--- config.mk ---
export PLATFORM = sky130hd
export DESIGN_NAME = flash_hw_seed_fetch_flat
export DESIGN_NICKNAME = d
export VERILOG_FILES = /design/src/rtl/flash_ctrl_pkg.sv /design/src/rtl/flash_hw_seed_fetch_if.sv /design/src/rtl/flash_hw_seed_word_cnt.sv /design/src/rtl/flash_hw_seed_fetch.sv /design/src/flat_wrapper.sv
export SDC_FILE = /design/constraint.sdc
export NUM_CORES = 1
export LEC_CHECK = 0
export BUFFER_PORTS_ARGS = -buffer_cell sky130_fd_sc_hd__buf_2
export CORE_AREA = 2 2 236 238
export DETAILED_ROUTE_END_ITERATION = 12
export DIE_AREA = 0 0 238 240
export GPL_TIMING_DRIVEN = 0
export PLACE_DENSITY = 0.66
export SKIP_LAST_GASP = 1
export SYNTH_ARGS = -nofsm -noshare
export SYNTH_HDL_FRONTEND = slang
export SYNTH_SLANG_ARGS = --single-unit
--- constraint.sdc ---
create_clock -name clk_i -period 4.95 [get_ports clk_i]
set_clock_uncertainty 0.15 [all_clocks]
set_input_delay 0.495 -clock clk_i [delete_from_list [all_inputs] [get_ports clk_i]]
set_output_delay 0.495 -clock clk_i [all_outputs]
set_load 0.05 [all_outputs]
--- src/rtl/flash_ctrl_pkg.sv ---
// Shared flash controller types used by the hardware seed fetch block.
package flash_ctrl_pkg;

    typedef enum logic [1:0] {
        FlashOpRead    = 2'h0,
        FlashOpProgram = 2'h1,
        FlashOpErase   = 2'h2,
        FlashOpInvalid = 2'h3
    } flash_op_e;

    typedef enum logic [1:0] {
        PhaseSeed    = 2'h0,
        PhaseRma     = 2'h1,
        PhaseNone    = 2'h2,
        PhaseInvalid = 2'h3
    } flash_lcmgr_phase_e;

    typedef enum logic [2:0] {
        StIdle = 3'h0,
        StReq  = 3'h1,
        StRead = 3'h2,
        StNext = 3'h3,
        StDone = 3'h4
    } flash_hw_seed_st_e;

    // Index counters keep at least one bit even for a single seed.
    function automatic int unsigned idx_width(int unsigned n);
        return (n > 1) ? $clog2(n) : 1;
    endfunction

endpackage

--- src/rtl/flash_hw_seed_fetch_if.sv ---
// Hardware request port between the seed fetch initiator (master) and the flash arbiter (slave).
interface flash_hw_seed_fetch_if #(
    parameter int unsigned BusWidth = 32
);
    import flash_ctrl_pkg::*;

    logic                  req;
    logic                  sel;
    logic                  start;
    flash_op_e             op;
    logic [11:0]           num;
    logic [31:0]           addr;
    flash_lcmgr_phase_e    phase;
    logic                  ack;
    logic                  err;
    logic                  rvalid;
    logic [BusWidth-1:0]   rdata;
    logic                  rready;

    modport master (
        output req, start, op, num, addr, phase, rready,
        input  sel, ack, err, rvalid, rdata
    );

    modport slave (
        input  req, start, op, num, addr, phase, rready,
        output sel, ack, err, rvalid, rdata
    );

endinterface

--- src/rtl/flash_hw_seed_word_cnt.sv ---
// Per-seed read tracking: word counter, ack/error capture, completion detect and discard of surplus beats.
module flash_hw_seed_word_cnt #(
    parameter int unsigned SeedWords = 8,
    parameter int unsigned CntW      = $clog2(SeedWords + 1)
) (
    input  logic            clk_i,
    input  logic            rst_ni,
    input  logic            active_i,
    input  logic            rvalid_i,
    input  logic            ack_i,
    input  logic            err_i,
    output logic            wr_en_o,
    output logic [CntW-1:0] wr_idx_o,
    output logic            op_done_o,
    output logic            op_err_o
);

    localparam logic [CntW-1:0] FullCnt = CntW'(SeedWords);

    logic [CntW-1:0] cnt_q;
    logic [CntW-1:0] cnt_nxt;
    logic            ack_seen_q;
    logic            err_q;
    logic            ack_now;

    assign ack_now   = active_i & ack_i;
    assign wr_en_o   = active_i & rvalid_i & (cnt_q < FullCnt);
    assign wr_idx_o  = cnt_q;
    assign cnt_nxt   = cnt_q + CntW'(wr_en_o);
    assign op_err_o  = err_q | (ack_now & err_i);
    // Ack and the final beat may coincide, so completion looks at this cycle's values.
    assign op_done_o = active_i & (ack_seen_q | ack_now) & ((cnt_nxt == FullCnt) | op_err_o);

    // Tracking state only lives while a read is active; any other state clears it.
    always_ff @(posedge clk_i or negedge rst_ni) begin
        if (!rst_ni) begin
            cnt_q      <= '0;
            ack_seen_q <= 1'b0;
            err_q      <= 1'b0;
        end else if (!active_i) begin
            cnt_q      <= '0;
            ack_seen_q <= 1'b0;
            err_q      <= 1'b0;
        end else begin
            cnt_q <= cnt_nxt;
            if (ack_i) begin
                ack_seen_q <= 1'b1;
                err_q      <= err_i;
            end
        end
    end

endmodule

--- src/rtl/flash_hw_seed_fetch.sv ---
// Hardware seed fetch initiator: arbitrates for the flash, reads NumSeeds seeds into registers.
// Optional build macro FLASH_HW_SEED_SANITY_CHK_EN rejects all-zero / all-one seeds.
//
// state  | meaning
// StIdle | waiting for init, seed state cleared
// StReq  | requesting the flash interface from the arbiter
// StRead | read issued for seed idx, collecting words
// StNext | one-cycle gap, advance to next seed
// StDone | all seeds processed, results held
module flash_hw_seed_fetch
    import flash_ctrl_pkg::*;
#(
    parameter int unsigned NumSeeds     = 2,
    parameter int unsigned SeedWords    = 8,
    parameter int unsigned BusWidth     = 32,
    parameter logic [31:0] SeedBaseAddr = 32'h0,
    parameter logic [31:0] SeedStride   = 32'h800
) (
    input  logic                                       clk_i,
    input  logic                                       rst_ni,
    input  logic                                       init_i,
    flash_hw_seed_fetch_if.master                      hw,
    output logic [NumSeeds-1:0][SeedWords*BusWidth-1:0] seed_o,
    output logic [NumSeeds-1:0]                        seed_valid_o,
    output logic                                       busy_o,
    output logic                                       done_o
);

    localparam int unsigned IdxW    = idx_width(NumSeeds);
    localparam int unsigned CntW    = $clog2(SeedWords + 1);
    localparam int unsigned SeedW   = SeedWords * BusWidth;
    localparam logic [IdxW-1:0] LastIdx = IdxW'(NumSeeds - 1);

    flash_hw_seed_st_e                  st_q;
    logic [IdxW-1:0]                    idx_q;
    logic [NumSeeds-1:0][SeedW-1:0]     seed_q;
    logic [NumSeeds-1:0]                seed_valid_q;
    logic                               req_q;
    logic                               start_q;
    logic                               rready_q;
    flash_lcmgr_phase_e                 phase_q;
    logic                               busy_q;
    logic                               done_q;

    logic                               wr_en;
    logic [CntW-1:0]                    wr_idx;
    logic                               op_done;
    logic                               op_err;
    logic                               seed_ok;

    flash_hw_seed_word_cnt #(
        .SeedWords (SeedWords),
        .CntW      (CntW)
    ) u_word_cnt (
        .clk_i     (clk_i),
        .rst_ni    (rst_ni),
        .active_i  (st_q == StRead),
        .rvalid_i  (hw.rvalid),
        .ack_i     (hw.ack),
        .err_i     (hw.err),
        .wr_en_o   (wr_en),
        .wr_idx_o  (wr_idx),
        .op_done_o (op_done),
        .op_err_o  (op_err)
    );

`ifdef FLASH_HW_SEED_SANITY_CHK_EN
    logic [SeedW-1:0] row_nxt;

    // Judge the seed as it will look after this cycle's write.
    always_comb begin
        row_nxt = seed_q[idx_q];
        if (wr_en) row_nxt[int'(wr_idx)*BusWidth +: BusWidth] = hw.rdata;
    end

    assign seed_ok = !op_err && (row_nxt != '0) && (row_nxt != '1);
`else
    assign seed_ok = !op_err;
`endif

    always_ff @(posedge clk_i or negedge rst_ni) begin
        if (!rst_ni) begin
            st_q         <= StIdle;
            idx_q        <= '0;
            seed_q       <= '0;
            seed_valid_q <= '0;
            req_q        <= 1'b0;
            start_q      <= 1'b0;
            rready_q     <= 1'b0;
            phase_q      <= PhaseInvalid;
            busy_q       <= 1'b0;
            done_q       <= 1'b0;
        end else begin
            done_q <= 1'b0;
            if (wr_en) seed_q[idx_q][int'(wr_idx)*BusWidth +: BusWidth] <= hw.rdata;
            unique case (st_q)
                StIdle: begin
                    seed_valid_q <= '0;
                    idx_q        <= '0;
                    if (init_i) begin
                        st_q    <= StReq;
                        req_q   <= 1'b1;
                        busy_q  <= 1'b1;
                        phase_q <= PhaseSeed;
                    end
                end
                StReq: begin
                    if (hw.sel) begin
                        st_q     <= StRead;
                        start_q  <= 1'b1;
                        rready_q <= 1'b1;
                    end
                end
                StRead: begin
                    if (hw.ack) start_q <= 1'b0;
                    if (op_done) begin
                        seed_valid_q[idx_q] <= seed_ok;
                        start_q             <= 1'b0;
                        rready_q            <= 1'b0;
                        if (idx_q == LastIdx) begin
                            st_q    <= StDone;
                            req_q   <= 1'b0;
                            busy_q  <= 1'b0;
                            done_q  <= 1'b1;
                            phase_q <= PhaseInvalid;
                        end else begin
                            st_q <= StNext;
                        end
                    end
                end
                StNext: begin
                    idx_q    <= idx_q + 1'b1;
                    st_q     <= StRead;
                    start_q  <= 1'b1;
                    rready_q <= 1'b1;
                end
                StDone: begin
                    if (init_i) begin
                        st_q         <= StReq;
                        seed_valid_q <= '0;
                        idx_q        <= '0;
                        req_q        <= 1'b1;
                        busy_q       <= 1'b1;
                        phase_q      <= PhaseSeed;
                    end
                end
                default: st_q <= StIdle;
            endcase
        end
    end

    assign hw.req       = req_q;
    assign hw.start     = start_q;
    assign hw.op        = FlashOpRead;
    assign hw.num       = 12'(SeedWords - 1);
    assign hw.addr      = SeedBaseAddr + (32'(idx_q) * SeedStride);
    assign hw.phase     = phase_q;
    assign hw.rready    = rready_q;
    assign seed_o       = seed_q;
    assign seed_valid_o = seed_valid_q;
    assign busy_o       = busy_q;
    assign done_o       = done_q;

endmodule

--- src/flat_wrapper.sv ---
// flat-port wrapper written by rule: the top's interface ports become plain ports
module flash_hw_seed_fetch_flat import flash_ctrl_pkg::*;
#(
    parameter int unsigned NumSeeds     = 2,
    parameter int unsigned SeedWords    = 8,
    parameter int unsigned BusWidth     = 32,
    parameter logic [31:0] SeedBaseAddr = 32'h0,
    parameter logic [31:0] SeedStride   = 32'h800
)
  (clk_i, rst_ni, init_i, seed_o, seed_valid_o, busy_o, done_o, hw_req, hw_start, hw_op, hw_num, hw_addr, hw_phase, hw_rready, hw_sel, hw_ack, hw_err, hw_rvalid, hw_rdata);
  flash_hw_seed_fetch_if #(.BusWidth(BusWidth)) hw_i ();
  input  logic clk_i;
  input  logic rst_ni;
  input  logic init_i;
  output logic [NumSeeds-1:0][SeedWords*BusWidth-1:0] seed_o;
  output logic [NumSeeds-1:0] seed_valid_o;
  output logic busy_o;
  output logic done_o;
  output wire logic [$bits(hw_i.req)-1:0] hw_req;
  output wire logic [$bits(hw_i.start)-1:0] hw_start;
  output wire logic [$bits(hw_i.op)-1:0] hw_op;
  output wire logic [$bits(hw_i.num)-1:0] hw_num;
  output wire logic [$bits(hw_i.addr)-1:0] hw_addr;
  output wire logic [$bits(hw_i.phase)-1:0] hw_phase;
  output wire logic [$bits(hw_i.rready)-1:0] hw_rready;
  input wire logic [$bits(hw_i.sel)-1:0] hw_sel;
  input wire logic [$bits(hw_i.ack)-1:0] hw_ack;
  input wire logic [$bits(hw_i.err)-1:0] hw_err;
  input wire logic [$bits(hw_i.rvalid)-1:0] hw_rvalid;
  input wire logic [$bits(hw_i.rdata)-1:0] hw_rdata;
  assign hw_req = hw_i.req;
  assign hw_start = hw_i.start;
  assign hw_op = hw_i.op;
  assign hw_num = hw_i.num;
  assign hw_addr = hw_i.addr;
  assign hw_phase = hw_i.phase;
  assign hw_rready = hw_i.rready;
  assign hw_i.sel = hw_sel;
  assign hw_i.ack = hw_ack;
  assign hw_i.err = hw_err;
  assign hw_i.rvalid = hw_rvalid;
  assign hw_i.rdata = hw_rdata;
  flash_hw_seed_fetch #(.NumSeeds(NumSeeds), .SeedWords(SeedWords), .BusWidth(BusWidth), .SeedBaseAddr(SeedBaseAddr), .SeedStride(SeedStride)) u_core (.clk_i(clk_i), .rst_ni(rst_ni), .init_i(init_i), .hw(hw_i), .seed_o(seed_o), .seed_valid_o(seed_valid_o), .busy_o(busy_o), .done_o(done_o));
endmodule
# Yosys cells after proc, flatten, opt, wreduce, memory -nomap -nowiden
# Index checks and enable logic that the tools add are counted.
totals:
  out_inout_bits: 567
  reg_bits: 530
  input_bits: 39
  word_cells: 93
classes:
  bitwise: 9
  reduce_logical: 14
  add_sub_neg: 3
  magnitude_cmp: 3
  eq_ne: 12
  shifts: 2
  mux: 37
ops:
  columns: ["operator", "n"]
  rows:
  - ["$bwmux 512", 1]
  - ["$demux 256 s1", 1]
  - ["$mux 256", 1]
  - ["$shift 32x34->256 const A", 1]
  - ["$shiftx 32x34->256", 1]
  - ["$neg 9->34", 1]
  - ["$mux 1", 16]
  - ["$mux 3", 4]
  - ["$pmux 3 s4", 1]
  - ["$reduce_and 3->1", 4]
  - ["$pmux 1 s3", 3]
  - ["$reduce_bool 3->1", 3]
  - ["$mux 2", 4]
  - ["$and 1x1->1", 6]
  - ["$eq 3x2->1 const B", 2]
  - ["$ne 2x1->1 const B", 3]
  - ["$ne 2x2->1 const B", 3]
  - ["$pmux 2 s3", 1]
  - ["$add 4x1->4", 1]
  - ["$eq 4x4->1 const B", 1]
  - ["$lt 4x4->1 const B", 1]
  - ["$mux 4", 1]
  - ["$pmux 2 s2", 1]
  - ["$reduce_and 4->1", 1]
  - ["16 further kinds", 18]

# Depth between registers and ports, before layout
depth:
  depth_word: 9
  mapped_depth: 12
  depth_no_buf: 9

# Cells and area by module
# From an unflattened synthesis, not the netlist that was laid out.
unflattened:
  cells_unflattened: 1880
  hier_area_um2: 21010.2
modules_own_cells:
  columns: ["module", "seq_area_each_um2", "cells_per_inst", "instances", "area_each_um2"]
  rows:
  - ["flash_hw_seed_fetch", 13088.8, 1857, 1, 20709.9]
  - ["flash_hw_seed_word_cnt", 150.1, 23, 1, 300.3]

# Worst setup path before layout
# No wires, ideal clock.
synth_path:
  path_kind: "flip-flop to flip-flop"
  start: "register u_core.u_word_cnt.cnt_q[0] (netlist: u_core.u_word_cnt.wr_idx_o[0])"
  end: "register u_core.seed_q (netlist bit u_core.seed_o[225])"
  path_stages_with_launch: 12
  arrival_time_ps: 2721
  t_required_ps: 4675
  n_path_buf: 4
  setup_time_ps: 125
  slack_ps: 1954
  period_less_slack_ps: 2996
  cell_sequence: "dfrtp_1 buf_2 inv_1 clkbuf_1 ha_1 or3b_1 buf_2 nand2_1 or3_1 nor2_1 buf_2 mux2_2"
synth_between:
  elab_chain_cells: 5
  word_cells_on_any_way: 8
  cone_classes: "1 x add/sub; 1 x order compare; 2 x shift; 3 x mux; 1 x bitwise"
synth_lines:
  columns: ["element", "line", "rtl"]
  rows:
  - ["from (decl)", "flash_hw_seed_word_cnt.sv:20", "logic [CntW-1:0] cnt_q;"]
  - ["from (signal assigned)", "flash_hw_seed_word_cnt.sv:45", "cnt_q <= cnt_nxt;"]
  - ["$neg 9->34", "flash_hw_seed_fetch.sv:95", "if (wr_en) seed_q[idx_q][int'(wr_idx)*BusWidth +: BusWidth] <= hw.rdata;"]
  - ["$shift 32x34->256", "flash_hw_seed_fetch.sv:95", null]
  - ["$mux 256 (not written as such)", "flash_hw_seed_fetch.sv:95", null]
  - ["$demux 256 s1", null, null]
  - ["$bwmux 512", "flash_hw_seed_fetch.sv:95", null]
  - ["to (signal, indexed assignment)", "flash_hw_seed_fetch.sv:95", null]
  - ["to (decl)", "flash_hw_seed_fetch.sv:36", "logic [NumSeeds-1:0][SeedW-1:0] seed_q;"]
# Several ways; a longest one is shown, not always the timed one.
# A chain may end at the register's enable or synchronous reset.

# Worst setup path after layout
layout_path:
  start: "register u_core.u_word_cnt.cnt_q[0] (netlist: u_core.u_word_cnt.wr_idx_o[0])"
  end: "register u_core.seed_q (netlist bit u_core.seed_o[271])"
# The elaborated chain is that of the path after synthesis.

==> flow_summary.json <==
{
  "cts_tree": "done",
  "h-tree-depth": 2,
  "holdCritPathClass": "in -> reg",
  "switchingPower_mw": 4.59,
  "internal_power_mw": 7.95,
  "path_max_fanout": 10,
  "grt_pass1_vias": 15500,
  "post-layout-total-power_mw": 12.5,
  "p_leak_nw": 15.5,
  "routedWlPerCell_um": 23.8,
  "crit_slowest_cell": "o211ai_1",
  "drv_cap": 0,
  "fin_crit_ns": 4.46,
  "cts_setup_buffers": 0,
  "cts_resized": 0,
  "antenna_found_initial": 6,
  "nNetsFinal": 2242,
  "cts-buffers-inserted": 55,
  "gp_congestion": 0.868,
  "syn_to_final_growth_pct": 28.0,
  "dp_hpwl_mm": 52.7,
  "async_reset_ff_frac": 1.00,
  "row_count": 86,
  "r2r-end": "u_core.seed_o[271]",
  "coreArea_sq_um": 54700,
  "ys.flop_type": "dfrtp_1",
  "synth_edf_count": 0,
  "power.share.sequential": 0.382,
  "die_h_um": 240,
  "die_w_um": 238,
  "vias_per_cell": 5.08,
  "syn-cell-area_sq_um": 21200,
  "max_freq_ghz": 0.224,
  "drc": 0,
  "hold_path_end": "u_core.u_word_cnt.err_q",
  "ff2ff_setup_slack_ns": 0.49,
  "io_buffers": 560,
  "grt_setup_unrepaired": "no",
  "layout_common_cells": "buf_2 (592), dfrtp_1 (528), mux2_2 (407)",
  "grt_pass1_wl_mm": 102,
  "firstDrtPassIters": 4,
  "r2r-start": "u_core.u_word_cnt.wr_idx_o[0]",
  "synthCells": 1533,
  "hold_start": "hw_err",
  "drt_iter0_markers": 835,
  "startpoint_type": "register",
  "worst_slew_pin_slew_ns": 1.00,
  "cp-startpoint": "u_core.u_word_cnt.wr_idx_o[0]",
  "dp.cells": 2844,
  "synth_cell_type_count": 47,
  "pin_count": 606,
  "required_ns": 5.25,
  "grt-ovfl-total": 0,
  "grtUsageTotal": 0.241,
  "drive_above_1_share": 0.523,
  "dieArea_sq_um": 57100,
  "routed_wl_mm": 70.3,
  "ir_drop_uv": 354,
  "r2r_cells": 11,
  "max-slew-margin-rel": 0.328,
  "yosys_warnings": 0,
  "critPathArrivalTime_ns": 4.76,
  "clock-sinks": 529,
  "final-setup-viol-count": 0,
  "final_max_slew_viol_count": 0,
  "tns_ns": 0,
  "ys_seq_area_frac": 0.625,
  "synth_seq_cells": 529,
  "final_common_cell": "buf_2",
  "comb_power_share": 0.271,
  "path_cells": "buf_2 -> inv_1 -> clkbuf_1 -> ha_1 -> or3b_1 -> buf_2 -> nor4_4 -> o211ai_1 -> clkbuf_1 -> nand2_1 -> o21ai_1",
  "criticalPathCategory": "reg -> reg",
  "grt_max_degree": 121,
  "ant_nets": 0,
  "min_path_cells": 3,
  "initial_utilization": 0.387,
  "clk_latency_ns": 0.59,
  "status": "finished clean",
  "period_share": 0.901,
  "hold_viol": 0,
  "path_clk_slew_ns": 0.06,
  "fin_cells": 2954,
  "clkPwrFrac": 0.347,
  "avgSynthCellArea_sq_um": 13.8,
  "power_density_nw_per_um2": 463,
  "cts_buffer_depth": 3,
  "critical-path-max-stage-delay_ns": 0.58,
  "cts_root_buf": "clkbuf_16",
  "route.vias.total": 15000,
  "p_sw_frac": 0.366,
  "end_kind": "register"
}
[Yosys cell counts, types with 6 or more instances]
cell type | n | area, sq um
nor2_1 | 12 | 45.0
mux2_2 | 407 | 4580
buf_4 | 58 | 435
and2_1 | 28 | 175
nand2_1 | 137 | 514
mux2_1 | 17 | 191
o21ai_1 | 60 | 300
o21ai_0 | 34 | 170
inv_1 | 6 | 22.5
clkbuf_1 | 43 | 161
and3_1 | 97 | 607
buf_2 | 33 | 165
dfrtp_1 | 528 | 13200
[metrics by stage]
stage | utilization | hold WS, ns | setup slack (ns) | cell area, sq um
global placement | 0.458 | 0.313 | -7.07 | 25000
global route | 0.496 | 0.0616 | 0.152 | 27100
detailed placement | 0.460 | 0.314 | 0.469 | 25100
finish | 0.496 | 0.0673 | 0.491 | 27100
floorplan | - | 0.0494 | 1.95 | 21300
CTS | 0.495 | 0.0285 | 0.443 | 27100
[per-layer routing]
| metal | GRT usage | up-vias | part of all wire |
|---|---|---|---|
| met5 | 0 | - | 0.00033 |
| met3 | 0.0634 | 139 | 0.069 |
| met4 | 0.0801 | 4 | 0.034 |
| li1 | - | 6596 | - |
| met2 | 0.407 | 539 | 0.49 |
| met1 | 0.300 | 7743 | 0.41 |
[layout make-up]
class                           instances  area (sq um)
Antenna cell                            7          17.5
Timing Repair Buffer                  566          2940
Buffer                                138           807
Multi-Input combinational cell        903          7270
Clock buffer                           78          1640
Tap cell                              704           881
Fill cell                            4891         27600
Sequential cell                       529         13200
Inverter                                6          22.5
Clock inverter                         23           292
[registers in the layout (all words and copies together) (netlist names)]
register,count
u_core.done_o,1
u_core.hw.phase,1
u_core.hw.req,1
u_core.hw.rready,1
u_core.hw.start,1
u_core.idx_q,1
u_core.seed_o,512
u_core.seed_valid_o,2
u_core.st_q,3
u_core.u_word_cnt.ack_seen_q,1
u_core.u_word_cnt.err_q,1
u_core.u_word_cnt.wr_idx_o,4
[worst max-delay path, delay by kind of cell, from the launching register on]
family | cells | cell delay (ns)
and+or+nand+nor | 3 | 1.01
buffers and inverters | 5 | 1.66
DFF | 1 | 0.44
adders and majority gates | 1 | 0.39
AOI/OAI and AO/OA | 2 | 0.67
[what timing repair did]
| item | in CTS | in global routing |
|---|---|---|
| hold endpoints to repair | 96 | 0 |
| setup endpoints to repair | 0 | 0 |
| hold buffers | 2 | 0 |
[power by group through the flow]
stage	clock (mW)	sequential [mW]	combinational [mW]
2_1_floorplan	0	5.76	1.27
3_3_place_gp	0	4.85	3.34
3_5_place_dp	0	4.87	3.40
4_1_cts	4.45	4.79	3.42
5_1_grt	4.62	4.82	3.64
6_report	4.35	4.79	3.40
[cell families after synthesis]
group                    count (synthesis)  synth area share
flip-flops                             529             0.625
multiplexers                           424             0.226
AND/OR/NAND/NOR                        312            0.0761
buffers and inverters                  144            0.0392
AO/OA/AOI/OAI                          114            0.0295
adder cells (fa/ha/maj)                  4           0.00236
XOR/XNOR                                 4           0.00165
other                                    2          0.000355
[worst max path at each step]
stage / depth (start not counted) / to / slack, ns
after global placement: 1 / u_core.seed_o[366] / -7.07
after global routing: 11 / u_core.seed_o[259] / 0.15
final: 11 / u_core.seed_o[271] / 0.49
after floorplan: 11 / u_core.seed_o[225] / 1.95
after CTS: 11 / u_core.seed_o[258] / 0.44
after detailed placement: 11 / u_core.seed_o[258] / 0.47
(Power assumes the default switching activity.)
